**src/rtl/wt_mem_arbiter.sv**
```systemverilog
// wt_mem_arbiter: round-robin arbiter between N write-through cache clients
// and one memory adapter port. It tracks outstanding transactions per client,
// tags each request with a global ID {port, local tid}, routes returns back to
// the owning client, and provides a drain/idle handshake for fences.
module wt_mem_arbiter #(
    parameter int unsigned NumPorts       = 2,
    parameter int unsigned AddrWidth      = 64,
    parameter int unsigned DataWidth      = 64,
    parameter int unsigned TidWidth       = 2,
    parameter int unsigned MaxOutstanding = 4,
    localparam int unsigned PortWidth     = (NumPorts > 1) ? $clog2(NumPorts) : 1,
    localparam int unsigned GTidWidth     = TidWidth + PortWidth
) (
    input  logic                          clk_i,
    input  logic                          rst_i,
    input  logic [NumPorts-1:0]           cli_req_i,
    output logic [NumPorts-1:0]           cli_ack_o,
    input  logic [NumPorts*AddrWidth-1:0] cli_addr_i,
    input  logic [NumPorts*DataWidth-1:0] cli_wdata_i,
    input  logic [NumPorts-1:0]           cli_we_i,
    input  logic [NumPorts*TidWidth-1:0]  cli_tid_i,
    output logic [NumPorts-1:0]           cli_rtrn_vld_o,
    output logic [TidWidth-1:0]           cli_rtrn_tid_o,
    output logic [DataWidth-1:0]          cli_rtrn_data_o,
    output logic                          mem_req_o,
    input  logic                          mem_ack_i,
    output logic [AddrWidth-1:0]          mem_addr_o,
    output logic [DataWidth-1:0]          mem_wdata_o,
    output logic                          mem_we_o,
    output logic [GTidWidth-1:0]          mem_tid_o,
    input  logic                          mem_rtrn_vld_i,
    input  logic [GTidWidth-1:0]          mem_rtrn_tid_i,
    input  logic [DataWidth-1:0]          mem_rtrn_data_i,
    input  logic                          drain_i,
    output logic                          idle_o,
    output logic                          err_o
);

    localparam int unsigned CntWidth = $clog2(MaxOutstanding + 1);

    typedef enum logic {ST_IDLE, ST_LOCKED} state_e;

    state_e                 state_q;
    logic [PortWidth-1:0]   grant_q;
    logic [PortWidth-1:0]   rr_q;
    logic [NumPorts-1:0]    rtrn_vld_q;
    logic [TidWidth-1:0]    rtrn_tid_q;
    logic [DataWidth-1:0]   rtrn_data_q;
    logic                   err_q;

    logic [AddrWidth-1:0]   addr_arr  [NumPorts];
    logic [DataWidth-1:0]   wdata_arr [NumPorts];
    logic [TidWidth-1:0]    tid_arr   [NumPorts];
    logic [NumPorts-1:0]    we_arr;
    logic [NumPorts-1:0]    elig;
    logic [NumPorts-1:0]    ack_vec;
    logic [NumPorts-1:0]    rtrn_hit;
    logic [NumPorts-1:0]    cnt_zero;
    logic [PortWidth-1:0]   sel_idx;
    logic [PortWidth-1:0]   cur_idx;
    logic [PortWidth-1:0]   rtrn_port;
    logic                   sel_found;
    logic                   mem_req;
    logic                   rtrn_bad;
    int unsigned            sel_cand;

    assign rtrn_port = mem_rtrn_tid_i[GTidWidth-1:TidWidth];

    for (genvar gi = 0; gi < NumPorts; gi++) begin : g_port
        logic [CntWidth-1:0] cnt_q;

        assign addr_arr[gi]  = cli_addr_i[gi*AddrWidth +: AddrWidth];
        assign wdata_arr[gi] = cli_wdata_i[gi*DataWidth +: DataWidth];
        assign tid_arr[gi]   = cli_tid_i[gi*TidWidth +: TidWidth];
        assign we_arr[gi]    = cli_we_i[gi];

        // A client competes only while it has credit left and no drain is requested.
        assign elig[gi]     = cli_req_i[gi] && (cnt_q < CntWidth'(MaxOutstanding)) && !drain_i;
        assign ack_vec[gi]  = mem_req && mem_ack_i && (cur_idx == PortWidth'(gi));
        // A return is routable only to a client that actually has something in flight.
        assign rtrn_hit[gi] = mem_rtrn_vld_i && (rtrn_port == PortWidth'(gi)) && (cnt_q != '0);
        assign cnt_zero[gi] = (cnt_q == '0);

        // Outstanding-transaction counter; an accept and a return together cancel out.
        always_ff @(posedge clk_i) begin
            if (rst_i) begin
                cnt_q <= '0;
            end else if (ack_vec[gi] && !rtrn_hit[gi]) begin
                cnt_q <= cnt_q + 1'b1;
            end else if (rtrn_hit[gi] && !ack_vec[gi]) begin
                cnt_q <= cnt_q - 1'b1;
            end
        end
    end

    function automatic logic [PortWidth-1:0] next_port(input logic [PortWidth-1:0] p);
        if (32'(p) == NumPorts - 1) begin
            return '0;
        end
        return p + 1'b1;
    endfunction

    // Round-robin search: first eligible port at or after the RR pointer.
    always_comb begin
        sel_found = 1'b0;
        sel_idx   = '0;
        sel_cand  = 0;
        for (int unsigned i = 0; i < NumPorts; i++) begin
            sel_cand = 32'(rr_q) + i;
            if (sel_cand >= NumPorts) begin
                sel_cand = sel_cand - NumPorts;
            end
            if (!sel_found && elig[sel_cand[PortWidth-1:0]]) begin
                sel_found = 1'b1;
                sel_idx   = sel_cand[PortWidth-1:0];
            end
        end
    end

    // Once locked, the grant is held until memory accepts, whatever else happens.
    assign cur_idx = (state_q == ST_LOCKED) ? grant_q : sel_idx;
    assign mem_req = (state_q == ST_LOCKED) || sel_found;

    assign mem_req_o   = mem_req;
    assign mem_addr_o  = mem_req ? addr_arr[cur_idx]  : '0;
    assign mem_wdata_o = mem_req ? wdata_arr[cur_idx] : '0;
    assign mem_we_o    = mem_req ? we_arr[cur_idx]    : 1'b0;
    assign mem_tid_o   = mem_req ? {cur_idx, tid_arr[cur_idx]} : '0;
    assign cli_ack_o   = ack_vec;

    // Grant FSM: IDLE picks a port (zero-wait accept stays in IDLE), LOCKED waits for ack.
    always_ff @(posedge clk_i) begin
        if (rst_i) begin
            state_q <= ST_IDLE;
            grant_q <= '0;
            rr_q    <= '0;
        end else begin
            case (state_q)
                ST_IDLE: begin
                    if (sel_found) begin
                        if (mem_ack_i) begin
                            rr_q <= next_port(sel_idx);
                        end else begin
                            state_q <= ST_LOCKED;
                            grant_q <= sel_idx;
                        end
                    end
                end
                ST_LOCKED: begin
                    if (mem_ack_i) begin
                        rr_q    <= next_port(grant_q);
                        state_q <= ST_IDLE;
                    end
                end
                default: state_q <= ST_IDLE;
            endcase
        end
    end

    assign rtrn_bad = mem_rtrn_vld_i && (rtrn_hit == '0);

    // Return path: one register stage; unroutable returns are dropped and flagged.
    always_ff @(posedge clk_i) begin
        if (rst_i) begin
            rtrn_vld_q  <= '0;
            rtrn_tid_q  <= '0;
            rtrn_data_q <= '0;
            err_q       <= 1'b0;
        end else begin
            rtrn_vld_q <= rtrn_hit;
            if (rtrn_hit != '0) begin
                rtrn_tid_q  <= mem_rtrn_tid_i[TidWidth-1:0];
                rtrn_data_q <= mem_rtrn_data_i;
            end else begin
                rtrn_tid_q  <= '0;
                rtrn_data_q <= '0;
            end
            if (rtrn_bad) begin
                err_q <= 1'b1;
            end
        end
    end

    assign cli_rtrn_vld_o  = rtrn_vld_q;
    assign cli_rtrn_tid_o  = rtrn_tid_q;
    assign cli_rtrn_data_o = rtrn_data_q;
    assign err_o           = err_q;
    assign idle_o          = !mem_req && (&cnt_zero) && (rtrn_vld_q == '0);

endmodule

```
**config.mk**
```make
export PLATFORM = sky130hd
export DESIGN_NAME = wt_mem_arbiter
export DESIGN_NICKNAME = d
export VERILOG_FILES = /design/src/rtl/wt_mem_arbiter.sv
export SDC_FILE = /design/constraint.sdc
export NUM_CORES = 1
export LEC_CHECK = 0
export BUFFER_PORTS_ARGS = -buffer_cell sky130_fd_sc_hd__buf_2
export CAP_MARGIN = 10
export CORE_AREA = 4 4 211 213
export CTS_BUF_LIST = sky130_fd_sc_hd__clkbuf_8
export DETAILED_ROUTE_END_ITERATION = 6
export DIE_AREA = 0 0 215 217
export GPL_TIMING_DRIVEN = 0
export PLACE_DENSITY_LB_ADDON = 0.25
export SETUP_SLACK_MARGIN = 0.2
export SLEW_MARGIN = 25
export SYNTH_ARGS = -nofsm -noshare
export SYNTH_HDL_FRONTEND = slang
export SYNTH_SLANG_ARGS = --single-unit
```
**constraint.sdc**
```tcl
create_clock -name clk_i -period 3.9 [get_ports clk_i]
set_clock_uncertainty 0.15 [all_clocks]
set_input_delay 0.585 -clock clk_i [delete_from_list [all_inputs] [get_ports clk_i]]
set_output_delay 0.585 -clock clk_i [all_outputs]
set_load 0.02 [all_outputs]
```
==> metrics <==
Finish-stage setup viols 0; initial antenna violation count 3; arrival time worst endpoint ~2.8 ns; setup repair after global routing missed its margin false; Post-DRT Antenna Nets 0; layout cells sized above 1 0.550; yosys warns 0; Hold Path Class input port to register; Period minus WS final about 3.5 ns; worst-path cell chain or3b_1 -> a21boi_1 -> buf_4 -> buf_6 -> buf_8 -> mux2i_1 -> nor2_1 -> buf_2; Core Region between 40000 and 50000 µm²; Leakage ~5.0 nW; routed vias 5562; clock latency on the worst-skew pair 0.35 ns; Pins Over Slew Limit 0; Remaining Overflow, GRT 0; crit end category primary output; Die Ht 217 µm; Setup crit start kind register; clk slew on worst S/H paths 0.08 ns; Cell Pwr Density 353 nW/µm²; clock root cell clkbuf_8; Tot GR Track Use 0.104; Synthesized Nets 839; Die Width 215 µm; Critical path buffers and inverters 4; clk buf depth 2; Mapped Cells about 500; setup bufs post-CTS 0; Tightest Pin Transition around 0.74 ns; Slowest-stage cell, CP mux2i_1; CTS sink cnt 78; Routed WL between 20000 and 30000 µm; synthesized area roughly 4400 µm²; DP HPWL 23200 µm; first-pass GRT wire length 36600 µm; RePlAce Congestion 0.860; maximum clock rate approximately 0.29 GHz; DR pass1 iterations 4; Worst Path Max Fanout 10; Post-synth ARST share 0; synth unique cells 33; largest net degree at the start of global routing 13; CTS Buf Count 9; Final Cell Area approximately 8000 µm²; Initial Util 0.103; CTS tree yes; Max VDD drop 0.265 mV; WL/cell ~17 µm; Cell Area, Placed 7790 µm²; Seq/Total Area, Yosys 0.354; fin crit share 0.894; drt first-iter violations 143; final hold violation count 0; max capacitance violation total 0; Top FF cell, synth dfxtp_1; NumNets Final roughly 1400; Crit path max-delay family buffers and inverters; EDFF count, synth 0; vias in the first global route 5797; row count 76; setup TNS 0 ns; Top Ports 541; syn avg cell area 8.83 µm²; slowest cell delay on critical path 0.61 ns; Pwr Total 2.82 mW; required time worst endpoint 3.16 ns; DRC errors left 0; die area about 47000 µm²; #FFs+latches synth 78; Area Growth Syn to Fin 81.6%; relative slew slack 0.494; CP Class register to primary output; # H-tree levels 3; Layout fillers 4899; Vias/cell 3.47; count of buffers from port buffering 540; status finished, final reports clean
==> routing by layer <==
layer  global-route usage  wire length, µm
met1                0.108             9610
met2                0.198            13800
met3               0.0383             2550
met4               0.0240              404
met5                    0               42
==> timing repair <==
action | 4_1_cts | 5_1_grt
hold buffers | 0 | 0
endpoints found under the setup margin | 1 | 10
resized for setup | 1 | 1
==> worst reg2reg max path, cell delays in order, from the launching register on <==
cell and delay [ns]:
dfxtp_1 0.35, or3b_1 0.38, a21boi_1 0.14, buf_4 0.19, buf_4 0.30, o211ai_1 0.17, inv_1 0.12, ha_1 0.19
inv_1 0.06, fa_1 0.38, xor2_1 0.18, or3_1 0.31, a21oi_1 0.14
==> worst paths after layout <==
| path | cells after the start | slack, ns | end | from |
|---|---|---|---|---|
| max | 8 | 0.41 | mem_wdata_o[17] | g_port[0].cnt_q[2]$_SDFFE_PP0P_ |
| min | 2 | 0.27 | cli_rtrn_data_o[24]$_SDFF_PP0_ | mem_rtrn_data_i[24] |
| max reg2reg | 12 | 0.79 | g_port[0].cnt_q[2]$_SDFFE_PP0P_ | g_port[0].cnt_q[2]$_SDFFE_PP0P_ |
| min reg2reg | 2 | 0.31 | grant_q$_SDFFE_PP0P_ | grant_q$_SDFFE_PP0P_ |
==> area by class of cell <==
class / count / area, µm² / area share
Inverter: 6 / 22.5 / 0.00281
Sequential cell: 78 / 1560 / 0.195
Antenna cell: 1 / 2.50 / 0.000313
Timing Repair Buffer: 540 / 2700 / 0.338
Clock buffer: 9 / 124 / 0.0155
Clock inverter: 6 / 80.1 / 0.0100
Buffer: 37 / 255 / 0.0319
Multi-Input combinational cell: 378 / 2570 / 0.321
Tap cell: 546 / 683 / 0.0854
==> through the flow <==
step / instances / setup WS (ns) / util / hold WS, ns
detailed placement: 1585 / 0.308 / 0.183 / 0.301
floorplan: 499 / 0.591 / - / 0.287
finish: 1601 / 0.413 / 0.187 / 0.274
global route: 1600 / 0.250 / 0.187 / 0.238
CTS: 1600 / 0.272 / 0.187 / 0.231
global placement: 1585 / 0.338 / 0.183 / 0.298
==> where the power goes <==
part	internal, mW	switching, mW
sequential	0.866	0.0320
clock	0.351	0.292
combinational	0.500	0.783
==> state kept, by name, indices dropped and copies added, names as in the netlist <==
signal           count
rr_q                 1
err_o                1
state_q              1
cli_rtrn_data_o     64
g_port.cnt_q         6
grant_q              1
cli_rtrn_tid_o       2
cli_rtrn_vld_o       2
==> cells in the final DEF (no fill, tap or decap) <==
master      count
or3_1           3
diode_2         1
clkbuf_8        9
and2_1         66
nand2_1         3
nor4_1          1
clkinvlp_4      1
nor3_1          3
clkbuf_2        1
dfxtp_1        78
a31oi_1         1
o21ba_2         1
xor2_1          4
inv_1           8
buf_2         548
fa_1            2
or3b_1          1
buf_6           1
nor2b_1         2
o311ai_0        1
clkinv_2        1
o311ai_2        1
nor2_2          1
or4_1           1
clkbuf_1       13
nor2_1        139
buf_8           6
nand3b_1        1
nand3_1         1
a21oi_1         5
bufinv_16       2
a21boi_1        1
ha_1            2
o21ai_0         3
buf_4           8
nor4b_1         1
o211ai_1        1
mux2i_1       133
==> synthesized netlist by cell type (all sizes together) (2+ instances only) <==
master / count / area share
clkbuf: 13 / 0.011
nor2: 140 / 0.12
buf: 24 / 0.046
a21oi: 5 / 0.0057
nand2: 3 / 0.0026
inv: 6 / 0.0051
fa: 2 / 0.0091
nor2b: 2 / 0.0028
and2: 66 / 0.094
mux2i: 133 / 0.30
o311ai: 2 / 0.0057
ha: 2 / 0.0057
nor3: 3 / 0.0034
xor2: 4 / 0.0079
o21ai: 3 / 0.0034
dfxtp: 78 / 0.35
or3: 3 / 0.0043
==> logic make-up after synthesis <==
family	after synthesis	synth area share
flip-flops	78	0.354
AND/OR/NAND/NOR	223	0.237
AO/OA/AOI/OAI	14	0.0219
buffers and inverters	43	0.0625
adder cells (fa/ha/maj)	4	0.0148
multiplexers	133	0.302
XOR/XNOR	4	0.00795
Power figures use the tool's default switching activity.
